File: src/rtl/inst_loader.sv
// inst_loader -- UART boot loader for the instruction memory.
//
// Receives 8N1 UART frames on rxd. The first four bytes form a big-endian
// word count N. The next 4*N bytes form N big-endian instruction words, and
// each word is written to consecutive word addresses starting at 0. Words
// whose index falls beyond the memory are consumed but not written. Once the
// last word has been consumed, done rises and stays high until reset.
//
// Ports
//   clk    in   system clock, all state on the rising edge
//   rst    in   asynchronous active-high reset
//   rxd    in   UART receive line (asynchronous to clk, idle high)
//   we     out  one-cycle write strobe per stored word
//   waddr  out  word address of the current write (held between writes)
//   wdata  out  instruction word of the current write (held between writes)
//   busy   out  high from the first header byte until done
//   done   out  image fully loaded
//   err    out  sticky framing-error flag
module inst_loader #(
    parameter int CLKS_PER_BIT = 868,
    parameter int ADDR_W       = 10
) (
    input  logic              clk,
    input  logic              rst,
    input  logic              rxd,
    output logic              we,
    output logic [ADDR_W-1:0] waddr,
    output logic [31:0]       wdata,
    output logic              busy,
    output logic              done,
    output logic              err
);

    localparam logic [15:0] BIT_END   = 16'(CLKS_PER_BIT - 1);
    localparam logic [15:0] HALF_END  = 16'(CLKS_PER_BIT / 2 - 1);
    localparam logic [32:0] MEM_WORDS = 33'd1 << ADDR_W;

    // ---- stage p0/p1: rxd synchronizer, resets to idle level ----
    logic rxd_p0, rxd_p1;

    always_ff @(posedge clk or posedge rst) begin
        if (rst) begin
            rxd_p0 <= 1'b1;
            rxd_p1 <= 1'b1;
        end else begin
            rxd_p0 <= rxd;
            rxd_p1 <= rxd_p0;
        end
    end

    // ---- UART receiver ----
    typedef enum logic [1:0] {RX_IDLE, RX_START, RX_DATA, RX_STOP} rx_state_t;

    rx_state_t   rx_state, rx_state_nxt;
    logic [15:0] clk_cnt, clk_cnt_nxt;
    logic [2:0]  bit_cnt, bit_cnt_nxt;
    logic [7:0]  rx_shift, rx_shift_nxt;
    logic        byte_valid;
    logic        frame_err;

    always_ff @(posedge clk or posedge rst) begin
        if (rst) begin
            rx_state <= RX_IDLE;
            clk_cnt  <= 16'd0;
            bit_cnt  <= 3'd0;
            rx_shift <= 8'd0;
        end else begin
            rx_state <= rx_state_nxt;
            clk_cnt  <= clk_cnt_nxt;
            bit_cnt  <= bit_cnt_nxt;
            rx_shift <= rx_shift_nxt;
        end
    end

    always_comb begin
        rx_state_nxt = rx_state;
        clk_cnt_nxt  = clk_cnt;
        bit_cnt_nxt  = bit_cnt;
        rx_shift_nxt = rx_shift;
        byte_valid   = 1'b0;
        frame_err    = 1'b0;
        case (rx_state)
            RX_IDLE: begin
                clk_cnt_nxt = 16'd0;
                bit_cnt_nxt = 3'd0;
                if (!rxd_p1) rx_state_nxt = RX_START;
            end
            RX_START: begin
                // Re-check the line half a bit in; a high level means the
                // falling edge was a glitch and is dropped silently.
                if (clk_cnt == HALF_END) begin
                    clk_cnt_nxt  = 16'd0;
                    rx_state_nxt = rxd_p1 ? RX_IDLE : RX_DATA;
                end else begin
                    clk_cnt_nxt = clk_cnt + 16'd1;
                end
            end
            RX_DATA: begin
                if (clk_cnt == BIT_END) begin
                    clk_cnt_nxt  = 16'd0;
                    rx_shift_nxt = {rxd_p1, rx_shift[7:1]};
                    if (bit_cnt == 3'd7) rx_state_nxt = RX_STOP;
                    else                 bit_cnt_nxt  = bit_cnt + 3'd1;
                end else begin
                    clk_cnt_nxt = clk_cnt + 16'd1;
                end
            end
            RX_STOP: begin
                // Returning to IDLE at mid stop bit leaves half a bit to
                // catch the next start edge, so back-to-back frames work.
                if (clk_cnt == BIT_END) begin
                    clk_cnt_nxt  = 16'd0;
                    rx_state_nxt = RX_IDLE;
                    if (rxd_p1) byte_valid = 1'b1;
                    else        frame_err  = 1'b1;
                end else begin
                    clk_cnt_nxt = clk_cnt + 16'd1;
                end
            end
            default: rx_state_nxt = RX_IDLE;
        endcase
    end

    // ---- loader ----
    typedef enum logic [1:0] {LD_HDR, LD_BODY, LD_DONE} ld_state_t;

    ld_state_t   ld_state, ld_state_nxt;
    logic [1:0]  byte_cnt;
    logic [23:0] asm_word;
    logic [31:0] word_count;
    logic [31:0] word_idx;
    logic [31:0] full_word;
    logic        last_byte;
    logic        in_range;
    logic        do_write;
    logic        done_set;

    assign full_word = {asm_word, rx_shift};
    assign last_byte = byte_valid && (byte_cnt == 2'd3);
    assign in_range  = {1'b0, word_idx} < MEM_WORDS;

    always_ff @(posedge clk or posedge rst) begin
        if (rst) ld_state <= LD_HDR;
        else     ld_state <= ld_state_nxt;
    end

    always_comb begin
        ld_state_nxt = ld_state;
        do_write     = 1'b0;
        done_set     = 1'b0;
        case (ld_state)
            LD_HDR: begin
                if (last_byte) begin
                    if (full_word == 32'd0) begin
                        ld_state_nxt = LD_DONE;
                        done_set     = 1'b1;
                    end else begin
                        ld_state_nxt = LD_BODY;
                    end
                end
            end
            LD_BODY: begin
                if (last_byte) begin
                    do_write = in_range;
                    if (word_idx == word_count - 32'd1) ld_state_nxt = LD_DONE;
                end
            end
            LD_DONE: begin
                // Entered from BODY during the final we slot, so done lands
                // one cycle after it.
                done_set = 1'b1;
            end
            default: ld_state_nxt = LD_HDR;
        endcase
    end

    always_ff @(posedge clk or posedge rst) begin
        if (rst) begin
            byte_cnt   <= 2'd0;
            asm_word   <= 24'd0;
            word_count <= 32'd0;
            word_idx   <= 32'd0;
            we         <= 1'b0;
            waddr      <= '0;
            wdata      <= 32'd0;
            busy       <= 1'b0;
            done       <= 1'b0;
            err        <= 1'b0;
        end else begin
            we <= do_write;
            if (do_write) begin
                waddr <= word_idx[ADDR_W-1:0];
                wdata <= full_word;
            end
            // Bad frames never reach here, so a framing error leaves the
            // byte position inside the current word unchanged.
            if (byte_valid && ld_state != LD_DONE) begin
                byte_cnt <= byte_cnt + 2'd1;
                asm_word <= {asm_word[15:0], rx_shift};
            end
            if (ld_state == LD_HDR && last_byte) word_count <= full_word;
            if (ld_state == LD_BODY && last_byte) word_idx <= word_idx + 32'd1;
            if (done_set) begin
                done <= 1'b1;
                busy <= 1'b0;
            end else if (ld_state == LD_HDR && byte_valid) begin
                busy <= 1'b1;
            end
            if (frame_err) err <= 1'b1;
        end
    end

endmodule

File: config.mk
export PLATFORM = sky130hd
export DESIGN_NAME = inst_loader
export DESIGN_NICKNAME = d
export VERILOG_FILES = /design/src/rtl/inst_loader.sv
export SDC_FILE = /design/constraint.sdc
export NUM_CORES = 1
export LEC_CHECK = 0
export ABC_AREA = 0
export ABC_CLOCK_PERIOD_IN_PS = 6700
export CAP_MARGIN = 20
export CORE_MARGIN = 3
export CORE_UTILIZATION = 55
export DETAILED_ROUTE_END_ITERATION = 8
export GPL_ROUTABILITY_DRIVEN = 0
export PLACE_DENSITY = 0.75
export SLEW_MARGIN = 10
export SYNTH_ARGS = -nofsm -noshare
export SYNTH_HDL_FRONTEND = slang
export SYNTH_SLANG_ARGS = --single-unit
File: constraint.sdc
create_clock -name clk -period 6.7 [get_ports clk]
set_clock_uncertainty 0.2 [all_clocks]
set_input_delay 1.34 -clock clk [delete_from_list [all_inputs] [get_ports clk]]
set_output_delay 1.34 -clock clk [all_outputs]
set_load 0.03 [all_outputs]
### Word level (Yosys, flattened, before mapping)

Index checks and enable logic that the tools add are counted.

| cells by class | value |
|---|---|
| $add $sub $neg | 5 |
| $mul | 0 |
| div/mod/pow operators | 0 |
| order comparisons | 1 |
| equal/unequal tests | 20 |
| shift-type cells | 0 |
| muxes and demuxes | 31 |
| bitwise operators | 1 |
| reduce and logical (&&, ||, !) cells | 15 |

Operators by type and width:

| operator | number |
|---|---|
| case mux 16 bit (3 select lines) | 1 |
| adder 32 x 1 -> 32 bit, second input constant | 1 |
| == test 32 bit | 1 |
| logical NOT 32 bit | 1 |
| < comparator 32 x 11 -> 1 bit, second input constant | 1 |
| 2-to-1 mux 16 bit | 2 |
| subtractor 32 x 1 -> 32 bit, second input constant | 1 |
| 2-to-1 mux 2 bit | 10 |
| inequality test 2 bit, second input constant | 10 |
| adder 16 x 1 -> 16 bit, second input constant | 1 |
| == test 16 x 10 -> 1 bit, second input constant | 1 |
| == test 16 x 9 -> 1 bit, second input constant | 1 |
| 2-to-1 mux 1 bit | 12 |
| == test 2 bit, second input constant | 4 |
| case mux 2 bit (4 select lines) | 1 |
| 2-to-1 mux 3 bit | 2 |
| case mux 2 bit (3 select lines) | 1 |
| case mux 3 bit (2 select lines) | 1 |
| logical AND 1 bit | 5 |
| AND reduction 5 bit | 1 |
| == test 2 x 1 -> 1 bit, second input constant | 2 |
| logical NOT 2 bit | 2 |
| AND reduction 4 bit | 1 |
| nonzero test 2 bit | 2 |
| 8 further kinds | 8 |

| word-level totals | value |
|---|---|
| register bits after elaboration | 169 |
| bits in latches | 0 |
| bits in writable memories | 0 |
| memory bits (read-only) | 0 |
| input port bits | 3 |
| output and inout bits | 46 |
| logic and storage cells | 90 |
| memories kept | 0 |

### Depth between registers and ports, before layout

| logic depth | value |
|---|---|
| depth after elaboration | 7 |
| mapped depth | 9 |
| mapped depth without buffers | 9 |

### Worst setup path after synthesis

No wires, ideal clock.

| path | value |
|---|---|
| kind | flip-flop to flip-flop |
| from | reg word_count[0] |
| to | reg ld_state[0] |
| library setup time | 0.137 ns |
| arrival | 3.057 ns |
| data required time | 6.363 ns |
| setup slack | 3.306 ns |
| stages on the path, launching flop included | 10 |
| buffers on the path | 0 |
| clock period less this slack | 3.394 ns |
| cell sequence | dfrtp_1 -> inv_1 -> ha_1 -> nor4b_1 -> nand4_1 -> or4_1 -> o2bb2ai_1 -> or4_1 -> nor4b_2 -> o22ai_1 |

| on the way | value |
|---|---|
| cells in the longest elaborated chain, start to end | 4 |

RTL lines:

| what | RTL line | text |
|---|---|---|
| start, declared | 130 | `logic [31:0] word_count;` |
| start signal, assigned | 201 | `if (ld_state == LD_HDR && last_byte) word_count <= full_word;` |
| subtractor 32 x 1 -> 32 bit | 165 | `if (word_idx == word_count - 32'd1) ld_state_nxt = LD_DONE;` |
| == test 32 bit | 165 |  |
| inequality test 2 bit (no line) | -- |  |
| AND reduction 4 bit (no line) | -- |  |
| end signal, assigned | 144 | `else ld_state <= ld_state_nxt;` |
| end, declared | 127 | `ld_state_t ld_state, ld_state_nxt;` |

Every way passes these cells.
A chain may end at the register's enable or synchronous reset.

### Worst setup path in the final report

Ends and elaborated chain as after synthesis.

==> flow_metrics.py <==
metrics = {
    "yosys": {
        "yosysUniqueCellTypes": 65,
        "syn_inst": 765,
        "synthArstFlopShare_pct": 100,
        "synth.most_common_cell": "dfrtp_1",
        "ys_ff_latch": 169,
        "avgSynthCellArea_um2": 10.5,
        "yosysWarnings": 0,
        "synth_seq_area_share_pct": 52.6,
        "synth_area_leaders": "dfrtp_1, mux2_2, nand2_1",
        "synth_common_cells": "dfrtp_1, nand2_1, mux2_2",
        "synth_edf_count": 0,
        "netlist.area_leader.share_pct": 52.0,
        "netlist_area_um2": 8040,
        "synth_flop_cell": "dfrtp_1",
        "syn_nets": 775,
        "synth_top_area_cell": "dfrtp_1",
    },
    "clocking": {
        "cts_max_path_buffers": 2,
        "cts.sink_count": 169,
        "cts-root-buf": "clkbuf_16",
        "cts_tree": "yes",
        "cts_setup_buffers": 0,
        "cts_resized": 0,
        "hold_buffers": 0,
        "clkTransAtPathRegs_ps": 60,
        "numCtsBuffers": 17,
        "worstSkewPairLatency_ps": 430,
        "htreeDepth": 4,
    },
    "flow_run": {
        "maxCapViolations": 0,
    },
    "power": {
        "p_leak_nw": 4.58,
        "p_per_area_nw_per_um2": 218,
        "finalPower_mw": 2.03,
        "peakVddDrop_mv": 0.165,
    },
    "timing": {
        "report.final.slew_viol_count": 0,
        "fin_crit_sh_pct": 60.7,
        "setup_ws_ps": 2630,
        "worst_pin_slew_ps": 1080,
        "min_period_ps": 4070,
        "rsz0062_at_grt": "no",
        "setup_tns_ps": 0,
        "hold_viol": 0,
        "holdWs_ps": 156,
        "max_freq_ghz": 0.246,
        "setup_viol_count_final": 0,
        "timing.max_slew.rel_slack_pct": 27.5,
    },
    "global_routing": {
        "grt_pass1_vias": 5898,
        "gr-usage-met3_pct": 4.97,
        "grt_max_degree": 127,
        "grt_pass1_wl_um": 30100,
        "antenna_found_initial": 0,
        "track_usage_pct": 23.5,
        "grtUsageMet1_pct": 32.4,
        "busiest_layer": "met2",
        "grt.met2_usage_pct": 37.1,
        "overflow": 0,
    },
    "status": {
        "status": "complete, no violations",
    },
    "worst_setup_path": {
        "r2r_slack_ps": 2630,
        "arrival_ps": 4170,
        "cp.required_ps": 6800,
        "cp_cell_sequence": "inv_1, ha_1, nor4b_1, nand4_1, or4_1, o2bb2ai_1, or4_1, nor4b_2, o22ai_1",
        "cp_slowest_stage_delay_ps": 780,
        "r2r_start": "word_count[0]",
        "cpMostUsedCell": "or4_1",
        "worstReg2RegEnd": "ld_state[0]",
        "cp-end-kind": "flop",
        "path_class": "reg2reg",
        "crit_fanout": 6,
        "startpoint_type": "flop",
        "crit_slowest_cell": "nor4b_1",
        "r2r_cells": 9,
    },
    "die": {
        "start_util_pct": 57.0,
        "core-area_um2": 14100,
        "dieHeight_um": 127,
        "ioPinCount": 49,
        "rows": 43,
        "die_width_um": 127,
        "design.die.area_um2": 16100,
    },
    "layout": {
        "final_util_pct": 66.0,
        "nets": 821,
        "drive_above_1_share_pct": 15.0,
        "fin_cells": 1002,
        "diodes": 0,
        "synthToLayoutAreaGrowth_pct": 15.8,
        "final_area_um2": 9310,
    },
    "detailed_routing": {
        "drtAntennaViolNets": 0,
        "wl_um": 18100,
        "dr.pass1.iters": 8,
        "detail_route.iter0.violations": 485,
        "dr_total_vias": 5900,
        "wl_per_cell_um": 18.0,
        "viasPerCell": 5.89,
        "drc": 0,
    },
    "placement": {
        "dpl.hpwl_um": 12200,
        "placed_cell_area_um2": 8690,
        "dp_cells": 970,
        "port_buffers": 48,
        "dp_slack_ps": 2680,
    },
    "min_path": {
        "min_from": "rxd_p0",
        "holdPathStages": 0,
        "min_to": "rxd_p1",
        "min_path_type": "reg2reg",
    },
}
-- worst max-delay path: cells and delay by family (launching register included) --
kind / cells / cell delay [ps]
simple gates: 5 / 2680
flops: 1 / 440
compound gates: 2 / 280
fa+ha+maj: 1 / 220
buf+inv: 1 / 100
-- state kept, by name (all words and copies together) (netlist names), named ones only --
name	count
wdata	32
word_count	32
word_idx	32
asm_word	24
clk_cnt	16
waddr	10
rx_shift	8
bit_cnt	3
byte_cnt	2
ld_state	2
busy	1
done	1
err	1
rx_state	1
rxd_p0	1
rxd_p1	1
we	1
-- logic make-up after synthesis --
logic type / share of synthesized area (%)
AOI/OAI and AO/OA: 4.12
xor gates and xnor gates: 9.81
adders and majority gates: 1.09
buffers and inverters: 2.29
DFF: 52.6
muxes: 9.77
and+or+nand+nor: 20.3
-- placed cells by master, fill, tap and decap left out, types with 16 or more instances in the layout --
master	Yosys	final
nand3_1	25	25
nor4_1	27	27
clkdlybuf4s50_1	0	48
xnor2_1	57	57
nand2_1	152	152
xor2_1	33	33
nor2_1	50	50
dfrtp_1	167	167
nor3_1	16	16
mux2_2	68	68
clkbuf_16	0	17
nand4_1	16	16
-- worst max-delay path by stage --
stage | from | to | slack (ps) | depth (start not counted)
final | word_count[0] | ld_state[0] | 2630 | 9
after global routing | word_count[0] | ld_state[0] | 2460 | 9
after CTS | word_count[0] | ld_state[0] | 2650 | 9
after detailed placement | word_count[0] | ld_state[0] | 2680 | 9
after global placement | word_count[0] | ld_state[0] | 2960 | 9
after floorplan | rst | async pin | 590 | 1
-- area by class of cell --
cell class | count | area, µm²
Clock inverter | 11 | 149
Sequential cell | 169 | 4230
Inverter | 16 | 65.1
Fill cell | 1083 | 4790
Clock buffer | 19 | 433
Tap cell | 180 | 225
Multi-Input combinational cell | 550 | 3640
Timing Repair Buffer | 57 | 566
-- routing by layer --
metal | wire length, µm | share of wire (%)
met3 | 708 | 3.9
met4 | 439 | 2.4
met2 | 8660 | 48
met5 | 0 | 0
met1 | 8250 | 46
-- where the power goes --
| group | total (mW) | internal, mW | switching (mW) |
|---|---|---|---|
| sequential | 1.02 | 1.02 | 0.000415 |
| combinational | 0.0229 | 0.00341 | 0.0195 |
| clock | 0.982 | 0.583 | 0.400 |
(Power assumes the default switching activity.)
